[src/rtl/uart_pkg.sv]
// rtl/uart_pkg.sv - shared UART types, defaults and the no_of_bits decode
package uart_pkg;

  localparam int UART_OVERSAMPLE = 16;

  typedef enum logic [2:0] {
    IDLE,
    START,
    DATA,
    PARITY,
    STOP,
    WAIT_HIGH
  } rx_state_e;

  // no_of_bits encoding shared with the transmit path: 00=5 .. 11=8
  function automatic logic [3:0] data_bits(input logic [1:0] code);
    return 4'd5 + {2'b00, code};
  endfunction

endpackage

[src/rtl/uart_rx_sync.sv]
// rtl/uart_rx_sync.sv - 2-flop synchronizer for the serial input, resets to idle-high
module uart_rx_sync (
  input  logic clock,
  input  logic reset,
  input  logic rx_i,
  output logic rx_s_o
);

  logic meta_q;

  always_ff @(posedge clock or posedge reset) begin
    if (reset) begin
      meta_q <= 1'b1;
      rx_s_o <= 1'b1;
    end else begin
      meta_q <= rx_i;
      rx_s_o <= meta_q;
    end
  end

endmodule

[src/rtl/uart_rx_frame.sv]
// rtl/uart_rx_frame.sv - UART receive framer, 5-8 data bits, 1 stop, oversampled
// Optional parity bit enabled by defining UART_RX_PARITY_EN.
module uart_rx_frame import uart_pkg::*; #(
  parameter int OVERSAMPLE = UART_OVERSAMPLE
) (
  input  logic       clock,
  input  logic       reset,
  input  logic       sample_tick,
  input  logic       rx,
  input  logic [1:0] no_of_bits,
  input  logic       parity_odd,
  output logic [7:0] rx_data,
  output logic       rx_valid,
  output logic       frame_err,
  output logic       parity_err
);

  localparam int CW = $clog2(OVERSAMPLE);
  localparam logic [CW-1:0] HALF_M1 = CW'(OVERSAMPLE / 2 - 1);
  localparam logic [CW-1:0] FULL_M1 = CW'(OVERSAMPLE - 1);

  logic            rx_s;
  rx_state_e       state_q;
  logic [CW-1:0]   cnt_q;
  logic [2:0]      bit_idx_q;
  logic [7:0]      shift_q;
  logic [1:0]      nbits_q;
  logic [3:0]      n_bits;
  logic            mid_bit;
  logic            last_bit;
  logic [7:0]      char_d;

  uart_rx_sync u_sync (
    .clock  (clock),
    .reset  (reset),
    .rx_i   (rx),
    .rx_s_o (rx_s)
  );

  assign n_bits   = data_bits(nbits_q);
  assign mid_bit  = (cnt_q == FULL_M1);
  assign last_bit = (bit_idx_q == 3'(n_bits - 4'd1));
  // Data bits land at the top of the shift register; right-align them.
  assign char_d   = shift_q >> (4'd8 - n_bits);

`ifdef UART_RX_PARITY_EN
  logic parity_odd_q;
  logic par_err_q;
  logic parity_err_q;
  assign parity_err = parity_err_q;
`else
  logic unused_parity_odd;
  assign unused_parity_odd = parity_odd;
  assign parity_err = 1'b0;
`endif

  always_ff @(posedge clock or posedge reset) begin
    if (reset) begin
      state_q      <= IDLE;
      cnt_q        <= '0;
      bit_idx_q    <= '0;
      shift_q      <= '0;
      nbits_q      <= '0;
      rx_data      <= '0;
      rx_valid     <= 1'b0;
      frame_err    <= 1'b0;
`ifdef UART_RX_PARITY_EN
      parity_odd_q <= 1'b0;
      par_err_q    <= 1'b0;
      parity_err_q <= 1'b0;
`endif
    end else begin
      rx_valid <= 1'b0;
      case (state_q)
        IDLE: begin
          if (!rx_s) begin
            state_q      <= START;
            cnt_q        <= '0;
            shift_q      <= '0;
            nbits_q      <= no_of_bits;
`ifdef UART_RX_PARITY_EN
            parity_odd_q <= parity_odd;
            par_err_q    <= 1'b0;
`endif
          end
        end
        START: begin
          if (sample_tick) begin
            if (cnt_q == HALF_M1) begin
              cnt_q     <= '0;
              bit_idx_q <= '0;
              state_q   <= rx_s ? IDLE : DATA;
            end else begin
              cnt_q <= cnt_q + CW'(1);
            end
          end
        end
        DATA: begin
          if (sample_tick) begin
            if (mid_bit) begin
              cnt_q     <= '0;
              shift_q   <= {rx_s, shift_q[7:1]};
              bit_idx_q <= bit_idx_q + 3'd1;
`ifdef UART_RX_PARITY_EN
              if (last_bit) state_q <= PARITY;
`else
              if (last_bit) state_q <= STOP;
`endif
            end else begin
              cnt_q <= cnt_q + CW'(1);
            end
          end
        end
`ifdef UART_RX_PARITY_EN
        PARITY: begin
          if (sample_tick) begin
            if (mid_bit) begin
              cnt_q     <= '0;
              par_err_q <= ^shift_q ^ rx_s ^ parity_odd_q;
              state_q   <= STOP;
            end else begin
              cnt_q <= cnt_q + CW'(1);
            end
          end
        end
`endif
        STOP: begin
          if (sample_tick) begin
            if (mid_bit) begin
              cnt_q     <= '0;
              rx_data   <= char_d;
              rx_valid  <= 1'b1;
              frame_err <= ~rx_s;
`ifdef UART_RX_PARITY_EN
              parity_err_q <= par_err_q;
`endif
              // Leaving at mid-stop re-arms start detection half a bit early.
              state_q   <= rx_s ? IDLE : WAIT_HIGH;
            end else begin
              cnt_q <= cnt_q + CW'(1);
            end
          end
        end
        WAIT_HIGH: begin
          if (rx_s) state_q <= IDLE;
        end
        default: state_q <= IDLE;
      endcase
    end
  end

endmodule
[config.mk]
export PLATFORM = sky130hd
export DESIGN_NAME = uart_rx_frame
export DESIGN_NICKNAME = d
export VERILOG_FILES = /design/src/rtl/uart_pkg.sv /design/src/rtl/uart_rx_sync.sv /design/src/rtl/uart_rx_frame.sv
export SDC_FILE = /design/constraint.sdc
export NUM_CORES = 1
export LEC_CHECK = 0
export ABC_AREA = 0
export BUFFER_PORTS_ARGS = -buffer_cell sky130_fd_sc_hd__buf_4
export CAP_MARGIN = 40
export CORE_ASPECT_RATIO = 1.1
export CORE_UTILIZATION = 50
export DETAILED_ROUTE_END_ITERATION = 7
export MAX_ROUTING_LAYER = met4
export PLACE_DENSITY = 0.66
export REMOVE_ABC_BUFFERS = 1
export SYNTH_ARGS = -nofsm -noshare
export SYNTH_HDL_FRONTEND = slang
export SYNTH_SLANG_ARGS = --single-unit
export TNS_END_PERCENT = 50
[constraint.sdc]
create_clock -name clock -period 3.6 [get_ports clock]
set_clock_uncertainty 0.1 [all_clocks]
set_input_delay 0.18 -clock clock [delete_from_list [all_inputs] [get_ports clock]]
set_output_delay 0.18 -clock clock [all_outputs]
set_load 0.005 [all_outputs]
==> impl_metrics.toml, run 1 <==
[clock_network]
cts_tree = "yes"
root_buffer = "clkbuf_4"
clk_latency_ns = 0.33
cts.htree.levels = 2
clock-sinks = 32
clk_pin_slew_worst_paths_ns = 0.10
clockBufferDepth = 2
cts-buffers-inserted = 5

[grt]
grt_pass1_wl_um = 5640
grt_max_degree = 22
antenna_found_initial = 0
grt_pass1_vias = 1287
grt.overflow.total = 0
track_usage_pct = 20.4

[power]
powerDensity_nw_per_um2 = 691
switching_power_w = 0.000549
p_seq_share_pct = 45.1
cell_internal_pwr_w = 0.000805
peakVddDrop_mv = 0.326
swShare_pct = 40.5
combPwrFrac_pct = 41.0
pwr-share-clk_pct = 13.9
leakage_nw = 0.908

[synth]
synth_top_cell_by_area = "dfrtp_1"
synth_area_per_cell_um2 = 9.45
synth_area_um2 = 1770
ys_ff_latch = 32
ys_top_cells_by_area = "dfrtp_1, nand2_1, mux2_2"
synthArstFlopShare_pct = 100
yosysTopAreaCellShare_pct = 42.5
synthFlopType = "dfrtp_1"
synth.most_common_cell = "nand2_1"
synth_warnings = 0
synth_edf_count = 0
yosysSeqAreaShare_pct = 45.5
synthDistinctLibCells = 46
synth_common_cells = "nand2_1, dfrtp_1, o21ai_0"
syn_inst = 187

[setup_path]
cp.required_ns = 3.72
cp_slowest_cell = "dfrtp_1"
ff2ff_setup_slack_ns = 1.47
cp_max_fo = 15
slowest_delay_ns = 0.39
worstSetupEndpointType = "flop"
start_kind = "flop"
r2r-start = "cnt_q[0]"
worstSetupPathType = "reg2reg"
r2r_cells = 5
arrival_ns = 2.25
crit_chain = "ha_1, and4_2, nand3_1, inv_1, mux2_2"
crit_path_start = "cnt_q[0]"
rr_endpoint = "rx_data[4]"

[min_path]
min-delay-start = "sample_tick"
worstHoldEndpoint = "state_q[0]"
min_path_type = "in2reg"
hold_depth = 4

[layout]
drive_gt1_share_pct = 20.4
antenna_cells = 0
areaGrowthSynthToFinish_pct = 11.0
fin_nets = 210
final_cell_area_um2 = 1960

[floorplan]
rows = 22
core-area_um2 = 3360
die-area_um2 = 3780
io_pins = 18
die_x_um = 58.7
start_util_pct = 52.6
die_y_um = 64.3

[run]
cap_violations = 0

[drt]
drtPass1Iterations = 4
vias = 1396
wl_per_cell_um = 13.3
drc = 0
drt-total-wl_um = 3320
first_iter_violations = 31
viasPerCell = 5.61
drt.antenna.violating_nets = 0

[placement]
gp_congestion = 0.820
io_buffers = 15
place_hpwl_um = 2390
placed_area_um2 = 1870

[timing]
slew_headroom_pct = 45.6
finalSetupViolations = 0
min_period_ns = 2.13
fmax_ghz = 0.470
hold_viol_final = 0
grt_setup_unrepaired = "false"
min_period_over_period_pct = 59.1
fin_tns_setup_ns = 0
tightest_slew_ns = 0.813
drv_slew = 0

[run_status]
status = "completed"
-- worst max-delay path: cells and delay by family (launching register included) --
family,cells,cell delay (ns)
simple gates,2,0.68
flops,1,0.39
mux,1,0.35
fa+ha+maj,1,0.30
buf+inv,1,0.21
-- cells in the final DEF (no fill, tap or decap), drive strengths merged, types with 3 or more instances in the layout --
cell type	synthesis	routed
a21oi	9	9
a22o	4	4
buf	10	16
clkbuf	3	6
dfrtp	30	30
dlygate4sd3	0	4
inv	7	7
mux2	9	9
mux2i	7	7
nand2	31	31
nand3	4	4
nor2	10	10
nor2b	3	3
o21ai	21	21
or2	3	3
-- metrics by stage --
step                power [W]  setup slack, ns  hold WS, ns  instances  utilization, %
detailed placement    0.00117             1.47        0.145        238            55.8
global route          0.00147             1.28        0.247        249            58.4
global placement      0.00114             1.51        0.131        238            55.8
finish                0.00135             1.47        0.235        249            58.4
CTS                   0.00137             1.46        0.231        249            58.4
floorplan             0.00104             1.74       0.0845        174               -
-- per-layer routing --
layer  wire length [um]  part of all wire, %  global-route usage [%]  up-vias
li1                   -                    -                       -      689
met1               1460                   44                    23.8      663
met2               1690                   51                    33.9       37
met3                102                  3.1                    3.64        7
met4                 68                  2.1                    9.23        0
met5                  0                    0                       -        -
-- timing repair --
item | 4_1_cts | 5_1_grt
endpoints found under the hold margin | 14 | 0
setup buffers | 0 | 0
hold buffers | 4 | 0
endpoints found under the setup margin | 0 | 0
gates resized for setup | 0 | 0
-- how the worst max path moves through the flow --
stage          slack, ns         end
2_1_floorplan       1.74  rx_data[4]
3_3_place_gp        1.51  rx_data[4]
3_5_place_dp        1.47  shift_q[2]
4_1_cts             1.46  shift_q[2]
5_1_grt             1.28  rx_data[4]
6_report            1.47  rx_data[4]
-- cell type report --
cell class              instances  area, um2
clock buffers                   6       41.3
well taps                      48       60.1
clock inverters                 1       5.00
inverters                       7       26.3
multi-input cells             135        865
flip-flops and latches         32        803
fillers                       314       1400
repair buffers                 20        160
-- state kept, by name, summed over array words and instances (netlist names) --
signal,cells
frame_err,1
cnt_q,4
bit_idx_q,3
nbits_q,2
state_q,3
rx_data,8
rx_valid,1
shift_q,8
u_sync.meta_q,1
u_sync.rx_s_o,1
-- kinds of logic (layout without fill, tap and decap cells) --
group	Yosys count	after routing	share of synthesized area, %
AOI/OAI and AO/OA	49	49	18.1
xor gates and xnor gates	2	2	0.992
buffers and inverters	20	34	5.59
and+or+nand+nor	65	65	18.6
adders and majority gates	2	2	1.42
muxes	16	16	9.70
other	1	1	0.212
DFF	32	32	45.5
-- power groups by stage --
| stage | sequential (W) | clock [W] | combinational (W) |
|---|---|---|---|
| floorplan | 0.000572 | 0 | 0.000465 |
| global placement | 0.000608 | 0 | 0.000535 |
| detailed placement | 0.000617 | 0 | 0.000554 |
| CTS | 0.000610 | 0.000195 | 0.000562 |
| global route | 0.000633 | 0.000208 | 0.000629 |
| finish | 0.000611 | 0.000188 | 0.000556 |
No activity file was read; power rests on OpenSTA's default activity.
==> run 2, diff against run 1 <==
- clock period: 3.6 -> 2.12 ns (I/O delays scaled with it)
==> run 2 against run 1 <==
Compared with the run above:
- register-to-register slack worse by 1.2 ns
- first-iteration DRC count is 16% lower
- die area unchanged
- fmax up 16%
==> impl_metrics.toml, run 2 (same netlist as run 1, synthesis figures left out) <==
[setup_path]
arrival_ns = 1.97
worstSetupEndpointType = "flop"
worstSetupPathType = "reg2reg"
start_kind = "flop"
cp_slowest_cell = "dfrtp_1"
slowest_delay_ns = 0.42
cp.required_ns = 2.26
crit_chain = "ha_1, and4_2, nand3_1, buf_4, mux2_2"
cp_max_fo = 8

[layout]
utilization_pct = 61.2
seqCellArea_um2 = 803
final_cell_mix = "nand2_1, dfrtp_1, buf_4"
layout_commonest_cell = "nand2_1"
areaGrowthSynthToFinish_pct = 16.3
antenna_cells = 0
multi_input_area_um2 = 865
reg.largest.list = "rx_data (8), shift_q (8), cnt_q (4)"
drive_gt1_share_pct = 23.6
fin_nets = 216
fill_cells = 282

[clock_network]
cts_tree = "yes"
clk_pin_slew_worst_paths_ns = 0.11
cts-resized-gates = 0
clk_latency_ns = 0.34
cts-buffers-inserted = 5
cts.htree.levels = 2
clockBufferDepth = 2
clock-sinks = 32
cts_setup_buffers = 0
root_buffer = "clkbuf_4"

[timing]
fin_tns_setup_ns = 0
drv_slew = 0
grt_setup_unrepaired = "false"
hold_viol_final = 0
slew_headroom_pct = 66.6
fmax_ghz = 0.544
min_period_over_period_pct = 86.7
finalSetupViolations = 0
tightest_slew_ns = 0.501
min_period_ns = 1.84

[grt]
antenna_found_initial = 0
grt_pass1_wl_um = 5580
track_usage_pct = 20.2
grt_pass1_vias = 1292
grt_max_degree = 33
grt.overflow.total = 0

[drt]
drt.antenna.violating_nets = 0
wl_per_cell_um = 12.8
vias = 1366
drt-total-wl_um = 3280
viasPerCell = 5.34
drtPass1Iterations = 6
first_iter_violations = 26
drc = 0

[floorplan]
rows = 22
die_x_um = 58.7
die-area_um2 = 3780
core-area_um2 = 3360
io_pins = 18
die_y_um = 64.3
start_util_pct = 52.6

[placement]
place_hpwl_um = 2400
gp_congestion = 0.831
io_buffers = 15

[power]
leakage_nw = 0.960
peakVddDrop_mv = 0.679
powerDensity_nw_per_um2 = 1250

[run_status]
status = "completed"

[min_path]
min_path_type = "in2reg"

[run]
cap_violations = 0
-- run 2: cell types whose count changed in the layout (fill, tap and decap cells not counted), sizes merged --
cell,delta
buf,+6
bufinv,+1
clkbuf,+1
clkinv,-1
-- run 2: layout make-up --
class                           instances  area share, %
Inverter                                7           1.28
Multi-Input combinational cell        135           42.1
Tap cell                               48           2.92
Timing Repair Buffer                   26           9.99
Clock buffer                            7           3.17
Clock inverter                          1           1.46
Sequential cell                        32           39.1
-- run 2: final timing paths --
kind	startpoint	to	slack, ns	cells after the start
max in group asynchronous	reset	u_sync.meta_q	1.30	4
worst min register to register	u_sync.meta_q	u_sync.rx_s_o	0.26	0
worst min-delay path	sample_tick	state_q[0]	0.18	4
worst max register to register	cnt_q[0]	rx_data[3]	0.28	5
min in group asynchronous	reset	rx_data[5]	0.29	4
worst max-delay path	cnt_q[0]	rx_data[3]	0.28	5
-- run 2: metal layers --
layer / share of wire, % / global-route usage, % / up-vias
met5: 0 / - / -
met4: 1.7 / 7.14 / 0
met3: 2.9 / 5.47 / 7
met2: 50 / 34.1 / 25
met1: 46 / 22.9 / 641
li1: - / - / 693
-- run 2: power by group --
| part | internal [W] | total (W) | switching [W] | leakage [nW] |
|---|---|---|---|---|
| Clock | 0.000313 | 0.000519 | 0.000206 | 0.0515 |
| Combinational | 0.000528 | 0.00102 | 0.000491 | 0.506 |
| Sequential | 0.000764 | 0.00103 | 0.000262 | 0.403 |
| Total | 0.00160 | 0.00256 | 0.000958 | 0.960 |
-- run 2: what timing repair did --
item,in CTS,in global routing
endpoints found under the hold margin,33,0
endpoints found under the setup margin,0,0
hold buffers,4,0
-- run 2: worst max-delay path, delay by kind of cell, from the launching register on --
| family | cells | cell delay (ns) |
|---|---|---|
| adder cells (fa/ha/maj) | 1 | 0.22 |
| AND/OR/NAND/NOR | 2 | 0.48 |
| buffers and inverters | 1 | 0.21 |
| multiplexers | 1 | 0.33 |
| flip-flops | 1 | 0.42 |
-- run 2: per-stage QoR --
| stage | cells | total power (W) | worst slack [ns] | hold WS (ns) | area, um2 |
|---|---|---|---|---|---|
| after detailed placement | 244 | 0.00205 | 0.271 | 0.115 | 1920 |
| after floorplan | 174 | 0.00176 | 0.260 | 0.0105 | 1690 |
| after global placement | 244 | 0.00201 | 0.303 | 0.114 | 1920 |
| after CTS | 256 | 0.00258 | 0.270 | 0.163 | 2050 |
| final | 256 | 0.00256 | 0.282 | 0.175 | 2050 |
| after global routing | 256 | 0.00277 | 0.188 | 0.182 | 2050 |
==> run 3, diff against run 2 <==
- ABC_AREA: 0 -> 1
- CELL_PAD_IN_SITES_DETAIL_PLACEMENT: default -> 2
- CELL_PAD_IN_SITES_GLOBAL_PLACEMENT: default -> 2
- CORE_UTILIZATION: 50 -> 34
- MAX_ROUTING_LAYER: met4 -> default
- PLACE_DENSITY: 0.66 -> 0.75
==> run 3 against run 2 <==
Compared with the run above:
- clock power rose by 26%
- setup slack improved by 0.052 ns
- first-iteration DRC count rose by 58%
- largest cell class unchanged
- cell count rose by 21%
- worst hold slack improved by 0.065 ns
- area after synthesis fell by 0.85%
==> impl_metrics.toml, run 3 <==
[run_status]
status = "completed"

[timing]
hold_viol_final = 0
fin_tns_setup_ns = 0
timing.final.ws_setup_ns = 0.334
drv_slew = 0
fmax_ghz = 0.560
min_period_over_period_pct = 84.3
grt_setup_unrepaired = "false"
min_period_ns = 1.79
finalSetupViolations = 0
tightest_slew_ns = 0.631
slew_headroom_pct = 57.9

[clock_network]
cts-buffers-inserted = 5
cts.htree.levels = 2
clock-sinks = 32
clk_pin_slew_worst_paths_ns = 0.07
cts-resized-gates = 0
cts_tree = "yes"
clk_latency_ns = 0.29
clockBufferDepth = 2
root_buffer = "clkbuf_8"

[drt]
viasPerCell = 5.05
vias = 1567
drt.antenna.violating_nets = 0
drc = 0
drtPass1Iterations = 4
wl_per_cell_um = 14.9
drt-total-wl_um = 4610
first_iter_violations = 41

[synth]
synth_area_per_cell_um2 = 7.75
ys_top_cells_by_area = "dfrtp_1, nand2_1, o21ai_0"
synth_edf_count = 0
synthArstFlopShare_pct = 100
ys_ff_latch = 32
synth.most_common_cell = "nand2_1"
yosysTopAreaCellShare_pct = 42.9
yosysSeqAreaShare_pct = 45.9
synth_top_cell_by_area = "dfrtp_1"
synth_area_um2 = 1750
synth_warnings = 0
synthDistinctLibCells = 32
synthFlopType = "dfrtp_1"
syn_inst = 226
synth_common_cells = "nand2_1, dfrtp_1, o21ai_0"

[layout]
final_cell_mix = "nand2_1, dfrtp_1, o21ai_0"
fin_nets = 260
reg.largest.list = "rx_data (8), shift_q (8), cnt_q (4)"
layout_commonest_cell = "nand2_1"
drive_gt1_share_pct = 18.3
antenna_cells = 0
final_cell_area_um2 = 2100
fill_cells = 582
areaGrowthSynthToFinish_pct = 20.1
final_cells = 310

[placement]
dp.cells = 298
gp_congestion = 0.743
place_hpwl_um = 3360
io_buffers = 15
dp_slack_ns = 0.340
placed_area_um2 = 1940

[setup_path]
cp_slowest_cell = "dfrtp_1"
cp_max_fo = 8
start_kind = "flop"
worstSetupEndpointType = "flop"
slowest_delay_ns = 0.47
cp_top_family = "flip-flops"
critPathBufInv = 2
worstSetupPathType = "reg2reg"
crit_chain = "inv_1, nand3_2, a21oi_1, nor2_2, inv_1, nand2_1, nand2_1"
arrival_ns = 1.91
cp.required_ns = 2.24

[power]
peakVddDrop_mv = 0.523
finalPower_w = 0.00257
powerDensity_nw_per_um2 = 1220
leakage_nw = 1.09

[floorplan]
die-area_um2 = 5440
die_x_um = 70.4
io_pins = 18
die_y_um = 77.3
rows = 27
core-area_um2 = 4970
start_util_pct = 35.3

[min_path]
min_path_type = "in2reg"

[grt]
antenna_found_initial = 0
grt_pass1_vias = 1698
grt_pass1_wl_um = 8150
grt_max_degree = 20
grt.overflow.total = 0
track_usage_pct = 19.5

[run]
cap_violations = 0
==> run 3: cell count changes after synthesis, moves of 4 or more <==
| cell | previous run | this run |
|---|---|---|
| nand3_1 | 4 | 19 |
| a22o_1 | 4 | 0 |
| mux2_2 | 9 | 0 |
| nand3_2 | 0 | 4 |
| inv_1 | 7 | 22 |
| o21ai_0 | 19 | 25 |
| buf_2 | 7 | 2 |
| mux2i_1 | 7 | 1 |
| nand2_1 | 31 | 73 |
==> run 3: through the flow <==
| step | utilization [%] | hold WS, ns |
|---|---|---|
| 2_1_floorplan | - | 0.0105 |
| 3_3_place_gp | 39.0 | 0.115 |
| 3_5_place_dp | 39.0 | 0.116 |
| 4_1_cts | 42.4 | 0.228 |
| 5_1_grt | 42.4 | 0.265 |
| 6_report | 42.4 | 0.240 |
==> run 3: power breakdown <==
group	internal [W]	switching, W	leakage (nW)
clock network	0.000415	0.000238	0.0645
logic	0.000365	0.000747	0.591
registers	0.000685	0.000118	0.430
total	0.00146	0.00110	1.09
==> run 3: logic make-up after synthesis <==
family                   Yosys count  share of synthesized area [%]
buffers and inverters             30                           7.50
XOR/XNOR                           3                           1.50
other                              1                          0.214
flip-flops                        32                           45.9
AND/OR/NAND/NOR                  118                           31.1
AO/OA/AOI/OAI                     39                           11.8
multiplexers                       1                          0.571
adder cells (fa/ha/maj)            2                           1.43
==> run 3: worst min-delay path, delay by kind of cell <==
family                 cells  cell delay [ns]
AO/OA/AOI/OAI              1             0.11
buffers and inverters      1             0.13
AND/OR/NAND/NOR            3             0.25
==> run 3: path summary, 6_finish.rpt <==
check	to	from	slack (ns)	cells after the start
setup reg to reg	bit_idx_q[0]	state_q[1]	0.33	7
hold / removal	state_q[0]	sample_tick	0.24	5
setup / recovery	bit_idx_q[0]	state_q[1]	0.33	7
hold reg to reg	u_sync.rx_s_o	u_sync.meta_q	0.26	0
max in group asynchronous	u_sync.meta_q	reset	0.88	4
min in group asynchronous	rx_data[5]	reset	0.37	3
==> run 3: metal layers <==
metal  GRT usage [%]  routed length [um]
met1            20.9                1920
met4            7.40                  90
met3            4.07                 109
met5               0                   0
met2            36.7                2490
==> run 3: timing repair <==
action | 4_1_cts | 5_1_grt
endpoints found under the hold margin | 17 | 0
setup buffers | 0 | 0
setup endpoints to repair | 0 | 0
hold buffers | 4 | 0
==> run 3: cell type report <==
cell class / instances / area, um2 / share of cell area, %
Timing Repair Buffer: 25 / 198 / 9.40
Tap cell: 58 / 72.6 / 3.45
Multi-Input combinational cell: 164 / 817 / 38.8
Clock inverter: 1 / 30.0 / 1.43
Sequential cell: 32 / 803 / 38.2
Clock buffer: 7 / 96.3 / 4.58
Inverter: 23 / 86.3 / 4.10
